$ cat config.mk
export PLATFORM = sky130hd
export DESIGN_NAME = mem_access_ctrl
export DESIGN_NICKNAME = d
export VERILOG_FILES = /design/src/rtl/cpu_types_pkg.sv /design/src/rtl/link_reg.sv /design/src/rtl/mem_access_ctrl.sv
export SDC_FILE = /design/constraint.sdc
export NUM_CORES = 1
export LEC_CHECK = 0
export ABC_AREA = 1
export CAP_MARGIN = 40
export CORE_MARGIN = 2
export CORE_UTILIZATION = 35
export CTS_CLUSTER_DIAMETER = 150
export DETAILED_ROUTE_END_ITERATION = 8
export GPL_TIMING_DRIVEN = 0
export MAX_ROUTING_LAYER = met4
export PLACE_DENSITY = 0.64
export SETUP_SLACK_MARGIN = 0.4
export SYNTH_ARGS = -nofsm -noshare
export SYNTH_HDL_FRONTEND = slang
export SYNTH_SLANG_ARGS = --single-unit
$ cat constraint.sdc
create_clock -name CLK -period 2.8 [get_ports CLK]
set_input_delay 0.56 -clock CLK [delete_from_list [all_inputs] [get_ports CLK]]
set_output_delay 0.56 -clock CLK [all_outputs]
set_load 0.005 [all_outputs]
$ cat src/rtl/cpu_types_pkg.sv
// Shared CPU datapath types: the machine word, the memory-stage FSM states
// and the decoded memory-operation bundle.
package cpu_types_pkg;

  typedef logic [31:0] word_t;

  typedef enum logic [1:0] {
    IDLE = 2'd0,
    BUSY = 2'd1,
    DONE = 2'd2
  } mem_state_t;

  // One-hot-ish view of the op held in the memory stage.
  typedef struct packed {
    logic read;
    logic write;
    logic ll;
    logic sc;
  } mem_op_t;

  localparam mem_op_t OP_NONE = '0;

  // A write wins if both read and write are raised, so the request lines
  // can never both be high. LL only makes sense on a read, SC on a write.
  function automatic mem_op_t decode_op(input logic mem_read,
                                        input logic mem_write,
                                        input logic ll,
                                        input logic sc);
    mem_op_t op;
    op.write = mem_write;
    op.read  = mem_read & ~mem_write;
    op.ll    = ll & mem_read & ~mem_write;
    op.sc    = sc & mem_write;
    return op;
  endfunction

endpackage

$ cat src/rtl/link_reg.sv
// LL/SC reservation: remembers the address of the last completed LL and
// drops the reservation on a matching coherence invalidate or local store.
module link_reg
  import cpu_types_pkg::*;
(
  input  logic  CLK,
  input  logic  nRST,
  input  logic  set,
  input  word_t set_addr,
  input  logic  write_done,
  input  word_t write_addr,
  input  logic  ccinv,
  input  word_t ccsnoopaddr,
  input  word_t check_addr,
  output logic  match
);

  logic  valid_reg;
  word_t addr_reg;
  logic  snoop_hit_new;
  logic  snoop_hit_cur;
  logic  write_hit;

  // An invalidate to the address being linked this very cycle must win.
  assign snoop_hit_new = ccinv & (ccsnoopaddr == set_addr);
  assign snoop_hit_cur = ccinv & (ccsnoopaddr == addr_reg);
  assign write_hit     = write_done & (write_addr == addr_reg);

  // Reservation register: set by LL completion, cleared by invalidate/store.
  always_ff @(posedge CLK, negedge nRST) begin
    if (!nRST) begin
      valid_reg <= 1'b0;
      addr_reg  <= '0;
    end else if (set) begin
      addr_reg  <= set_addr;
      valid_reg <= ~snoop_hit_new;
    end else if (snoop_hit_cur | write_hit) begin
      valid_reg <= 1'b0;
    end
  end

  // SC succeeds only against a live reservation on the same word.
  always_comb begin
    match = valid_reg & (addr_reg == check_addr);
  end

endmodule

$ cat src/rtl/mem_access_ctrl.sv
// Memory-stage controller: accepts one load/store from EX/MEM, holds the
// dcache request until dhit, returns the result with a one-cycle mem_done
// pulse and stalls the upstream pipe while the access is outstanding.
module mem_access_ctrl
  import cpu_types_pkg::*;
(
  input  logic  CLK,
  input  logic  nRST,
  input  logic  ex_valid,
  input  logic  ex_MemRead,
  input  logic  ex_MemWrite,
  input  logic  ex_LL,
  input  logic  ex_SC,
  input  word_t ex_addr,
  input  word_t ex_wdata,
  input  logic  flush,
  input  logic  dhit,
  input  word_t dmemload,
  input  logic  ccinv,
  input  word_t ccsnoopaddr,
  output logic  dmemREN,
  output logic  dmemWEN,
  output word_t dmemaddr,
  output word_t dmemstore,
  output word_t dload,
  output logic  datomic,
  output logic  mem_done,
  output logic  stall
);

  mem_state_t state_reg;
  mem_state_t state_next;
  mem_op_t    op_reg;
  word_t      addr_reg;
  word_t      wdata_reg;
  word_t      dload_reg;
  logic       datomic_reg;

  logic accept;
  logic link_match;
  logic sc_fail;
  logic complete;

  // An op is taken only from IDLE; flush squashes it before acceptance.
  assign accept   = ex_valid & (ex_MemRead | ex_MemWrite) & ~flush;
  // A store-conditional without a matching reservation never reaches the cache.
  assign sc_fail  = ex_SC & ex_MemWrite & ~link_match;
  assign complete = (state_reg == BUSY) & dhit;

  link_reg u_link_reg (
    .CLK         (CLK),
    .nRST        (nRST),
    .set         (complete & op_reg.ll),
    .set_addr    (addr_reg),
    .write_done  (complete & op_reg.write),
    .write_addr  (addr_reg),
    .ccinv       (ccinv),
    .ccsnoopaddr (ccsnoopaddr),
    .check_addr  (ex_addr),
    .match       (link_match)
  );

  // FSM state register.
  always_ff @(posedge CLK, negedge nRST) begin
    if (!nRST) begin
      state_reg <= IDLE;
    end else begin
      state_reg <= state_next;
    end
  end

  // FSM next-state: failed SC skips BUSY and completes straight away.
  always_comb begin
    state_next = state_reg;
    case (state_reg)
      IDLE: begin
        if (accept) begin
          state_next = sc_fail ? DONE : BUSY;
        end
      end
      BUSY: begin
        if (dhit) begin
          state_next = DONE;
        end
      end
      DONE: begin
        state_next = IDLE;
      end
      default: begin
        state_next = IDLE;
      end
    endcase
  end

  // Latch the accepted op and capture load data / SC result on completion.
  always_ff @(posedge CLK, negedge nRST) begin
    if (!nRST) begin
      op_reg      <= OP_NONE;
      addr_reg    <= '0;
      wdata_reg   <= '0;
      dload_reg   <= '0;
      datomic_reg <= 1'b0;
    end else begin
      if ((state_reg == IDLE) && accept) begin
        op_reg    <= decode_op(ex_MemRead, ex_MemWrite, ex_LL, ex_SC);
        addr_reg  <= ex_addr;
        wdata_reg <= ex_wdata;
        if (sc_fail) begin
          datomic_reg <= 1'b0;
        end
      end
      if (complete) begin
        if (op_reg.read) begin
          dload_reg <= dmemload;
        end
        // Any op that reaches the cache as an SC has already won its reservation.
        datomic_reg <= op_reg.sc;
      end
    end
  end

  // FSM outputs: requests only in BUSY, stall while an op is pending.
  always_comb begin
    dmemREN   = 1'b0;
    dmemWEN   = 1'b0;
    mem_done  = 1'b0;
    stall     = 1'b0;
    dmemaddr  = addr_reg;
    dmemstore = wdata_reg;
    dload     = dload_reg;
    datomic   = datomic_reg;
    case (state_reg)
      IDLE: begin
        // Gated by nRST so that stall is low while reset is held.
        stall = accept & nRST;
      end
      BUSY: begin
        dmemREN = op_reg.read;
        dmemWEN = op_reg.write;
        stall   = 1'b1;
      end
      DONE: begin
        mem_done = 1'b1;
      end
      default: begin
        stall = 1'b0;
      end
    endcase
  end

endmodule

==> flow_metrics.py <==
metrics = {
    "yosys": {
        "synth_xor_area_share_pct": 5.673,
        "synthMuxAreaShare_pct": 6.660,
        "syn_area_um2": 7102,
        "synth_simple_gate_area_share_pct": 24.75,
        "synth_most_common_cell": "nand2_1",
        "synth_commonest_cells": "342 x nand2_1, 136 x dfrtp_1, 104 x inv_1, 71 x o21ai_0, 55 x nor2_1",
        "synth_top_area_share_pct": 47.92,
        "synthArstFlopShare_pct": 100.0,
        "synth_top_family_by_area": "simple AND/OR/NAND/NOR gates",
        "synth_cell_types": 27,
        "yosysTopAreaCell": "dfrtp_1",
        "synth_edf_count": 0,
        "syn_inst": 885,
        "yosys_most_used_dff": "dfrtp_1",
        "ys_seq_area_share_pct": 47.92,
        "syn-mean-instance-area_um2": 8.025,
        "synth_compound_area_share_pct": 7.435,
        "synth_warnings": 0,
        "synth_seq_cells": 136,
        "synth_fa_ha_area_share_pct": 0,
        "syn_nets": 1023,
        "synthTopCellsByArea": "dfrtp_1 48%, nand2_1 18%, mux2_4 6.3%, inv_1 5.5%, o21ai_0 5.0%",
    },
    "run_status": {
        "violations": "hold timing",
        "status": "complete, but fails checks",
    },
    "clocking": {
        "cts-root-buf": "clkbuf_16",
        "h-tree-depth": 4,
        "clk_latency_ns": 0.42,
        "clk_path_buf_depth": 2,
        "cts_tree": "yes",
        "clkTransAtPathRegs_ns": 0.06,
        "clock-sinks": 136,
        "cts-buffers-inserted": 17,
    },
    "routing": {
        "vias_per_cell": 4.628,
        "drcViolationCount": 0,
        "first_pass_iters": 4,
        "wl_per_cell_um": 15.19,
        "ant_nets": 0,
        "routed_wl_um": 21670,
        "vias": 6604,
        "initialDrtViolationCount": 363,
    },
    "placed_design": {
        "dpl_cell_area_um2": 9851,
        "hpwl_um": 16280,
        "gp_congestion": 0.8757,
        "pre_cts_ws_ns": -0.07542,
        "port_buffers": 238,
    },
    "sta": {
        "hold_viol_final": 2,
        "worst_pin_slew_ns": 0.7605,
        "worst_hold_slack_ns": -0.0007414,
        "slew_violations": 0,
        "rsz0062_at_grt": "false",
        "fin_crit_ns": 2.301,
        "skew_ns": 0.01036,
        "slew_headroom_pct": 49.30,
        "fin_crit_sh_pct": 82.16,
        "fmax_mhz": 434.7,
        "fin_tns_setup_ns": 0,
        "fin_ws_ns": 0.4994,
        "finalSetupViolCount": 0,
    },
    "grt": {
        "track_usage_pct": 21.41,
        "antenna_found_initial": 0,
        "overflow": 0,
        "grt_pass1_wl_um": 34710,
        "grt_max_degree": 53,
        "grt_pass1_vias": 6519,
    },
    "power": {
        "p_per_area_nw_per_um2": 845.6,
        "worst_ir_drop_vdd_mv": 0.3701,
        "p_total_uw": 8866,
        "p_leak_uw": 0.005019,
    },
    "worst_setup_path": {
        "arrival_ns": 1.74,
        "critPathBufInv": 2,
        "worstPathCellList": "clkdlybuf4s50_1, o21a_1, nand3_1, a21oi_1, dlygate4sd2_1",
        "regToRegSetupSlack_ns": 0.97,
        "worst-r2r-cell-count": 5,
        "crit_path_end_kind": "output port",
        "cp_max_fo": 3,
        "slowest_stage": "clkdlybuf4s50_1",
        "timing.rr.end": "dmemaddr[10]",
        "crit_family": "buffers and inverters",
        "critPathKind": "input port to output port",
        "required_ns": 2.24,
        "crit_start": "ex_MemWrite",
        "slowest_delay_ns": 0.53,
        "cp-start-kind": "input port",
        "r2r_start": "state_reg[1]",
    },
    "cells_and_area": {
        "num-nets-final": 1282,
        "drive_above_1_share_pct": 7.692,
        "syn_to_final_growth_pct": 47.64,
        "fin_area_um2": 10490,
        "antenna_cells": 0,
    },
    "floorplan": {
        "chipWidth_um": 146.4,
        "die_h_um": 146.4,
        "dieArea_um2": 21450,
        "coreArea_um2": 20100,
        "start_util_pct": 35.32,
        "placementRows": 52,
        "io_pins": 239,
    },
    "hold_path": {
        "hold_path_class": "input port to async pin",
    },
    "flow_run": {
        "max_cap_viol_count": 0,
    },
}
==> power breakdown <==
group | switching [uW] | total [uW] | internal, uW
clock | 942 | 2280 | 1330
sequential | 660 | 3330 | 2670
combinational | 1350 | 3260 | 1910
==> through the flow <==
step,util (%),hold WS (ns),cells
after detailed placement,49.00,0.4647,1394
after global routing,52.15,0.0008962,1427
after global placement,48.85,0.4621,1393
after floorplan,-,0.2644,885
after CTS,52.14,0.001125,1427
final,52.15,-0.0007414,1427
==> cell usage in the layout (no fill, tap or decap), types with 2 or more instances in the layout <==
| cell | n |
|---|---|
| clkinv_4 | 2 |
| nor2_4 | 3 |
| nand3_1 | 15 |
| nor2_1 | 55 |
| clkdlybuf4s50_1 | 235 |
| bufinv_16 | 2 |
| mux2_2 | 2 |
| clkbuf_1 | 10 |
| inv_2 | 3 |
| xnor2_1 | 23 |
| o22ai_1 | 14 |
| o21ai_1 | 6 |
| nor3_1 | 7 |
| inv_1 | 104 |
| clkinvlp_4 | 4 |
| clkbuf_16 | 17 |
| inv_6 | 5 |
| buf_2 | 9 |
| buf_6 | 5 |
| nand2_1 | 342 |
| a21oi_1 | 5 |
| xor2_1 | 23 |
| o21bai_1 | 2 |
| nand4_1 | 15 |
| mux2_4 | 30 |
| dfrtp_1 | 136 |
| o21ai_0 | 71 |
==> cell type report <==
class                   count  area, um^2
multi-input cells         619        3162
clock inverters            14       162.7
well taps                 270       337.8
clock buffers              18       429.2
plain buffers              23       135.1
inverters                 107       401.6
repair buffers            240        2454
flip-flops and latches    136        3403
fillers                  1908        9619
==> kinds of logic after synthesis <==
logic type | count (synthesis)
xor+xnor | 46
buf+inv | 130
compound gates | 100
flops | 136
mux | 32
simple gates | 441
==> how the worst max path moves through the flow <==
| stage | end | slack [ns] | cells past startpoint |
|---|---|---|---|
| 2_1_floorplan | stall | 1.34 | 3 |
| 3_3_place_gp | stall | -4.75 | 4 |
| 3_5_place_dp | stall | -0.08 | 5 |
| 4_1_cts | dmemWEN | 0.42 | 4 |
| 5_1_grt | stall | 0.44 | 5 |
| 6_report | stall | 0.50 | 5 |
==> repair_timing <==
action                                 CTS  global route
cloned                                   1             0
resized for setup                        3             1
endpoints found under the hold margin    0             0
setup endpoints to repair                1             1
setup buffers                            0             0
hold buffers                             0             0
==> routing by layer <==
layer,up-vias,part of all wire (%),global-route usage (%)
li1,3295,-,-
met1,3083,46,28.34
met2,202,47,33.40
met3,24,5.1,4.063
met4,0,1.9,6.748
met5,-,0,-
(Power assumes the default switching activity.)
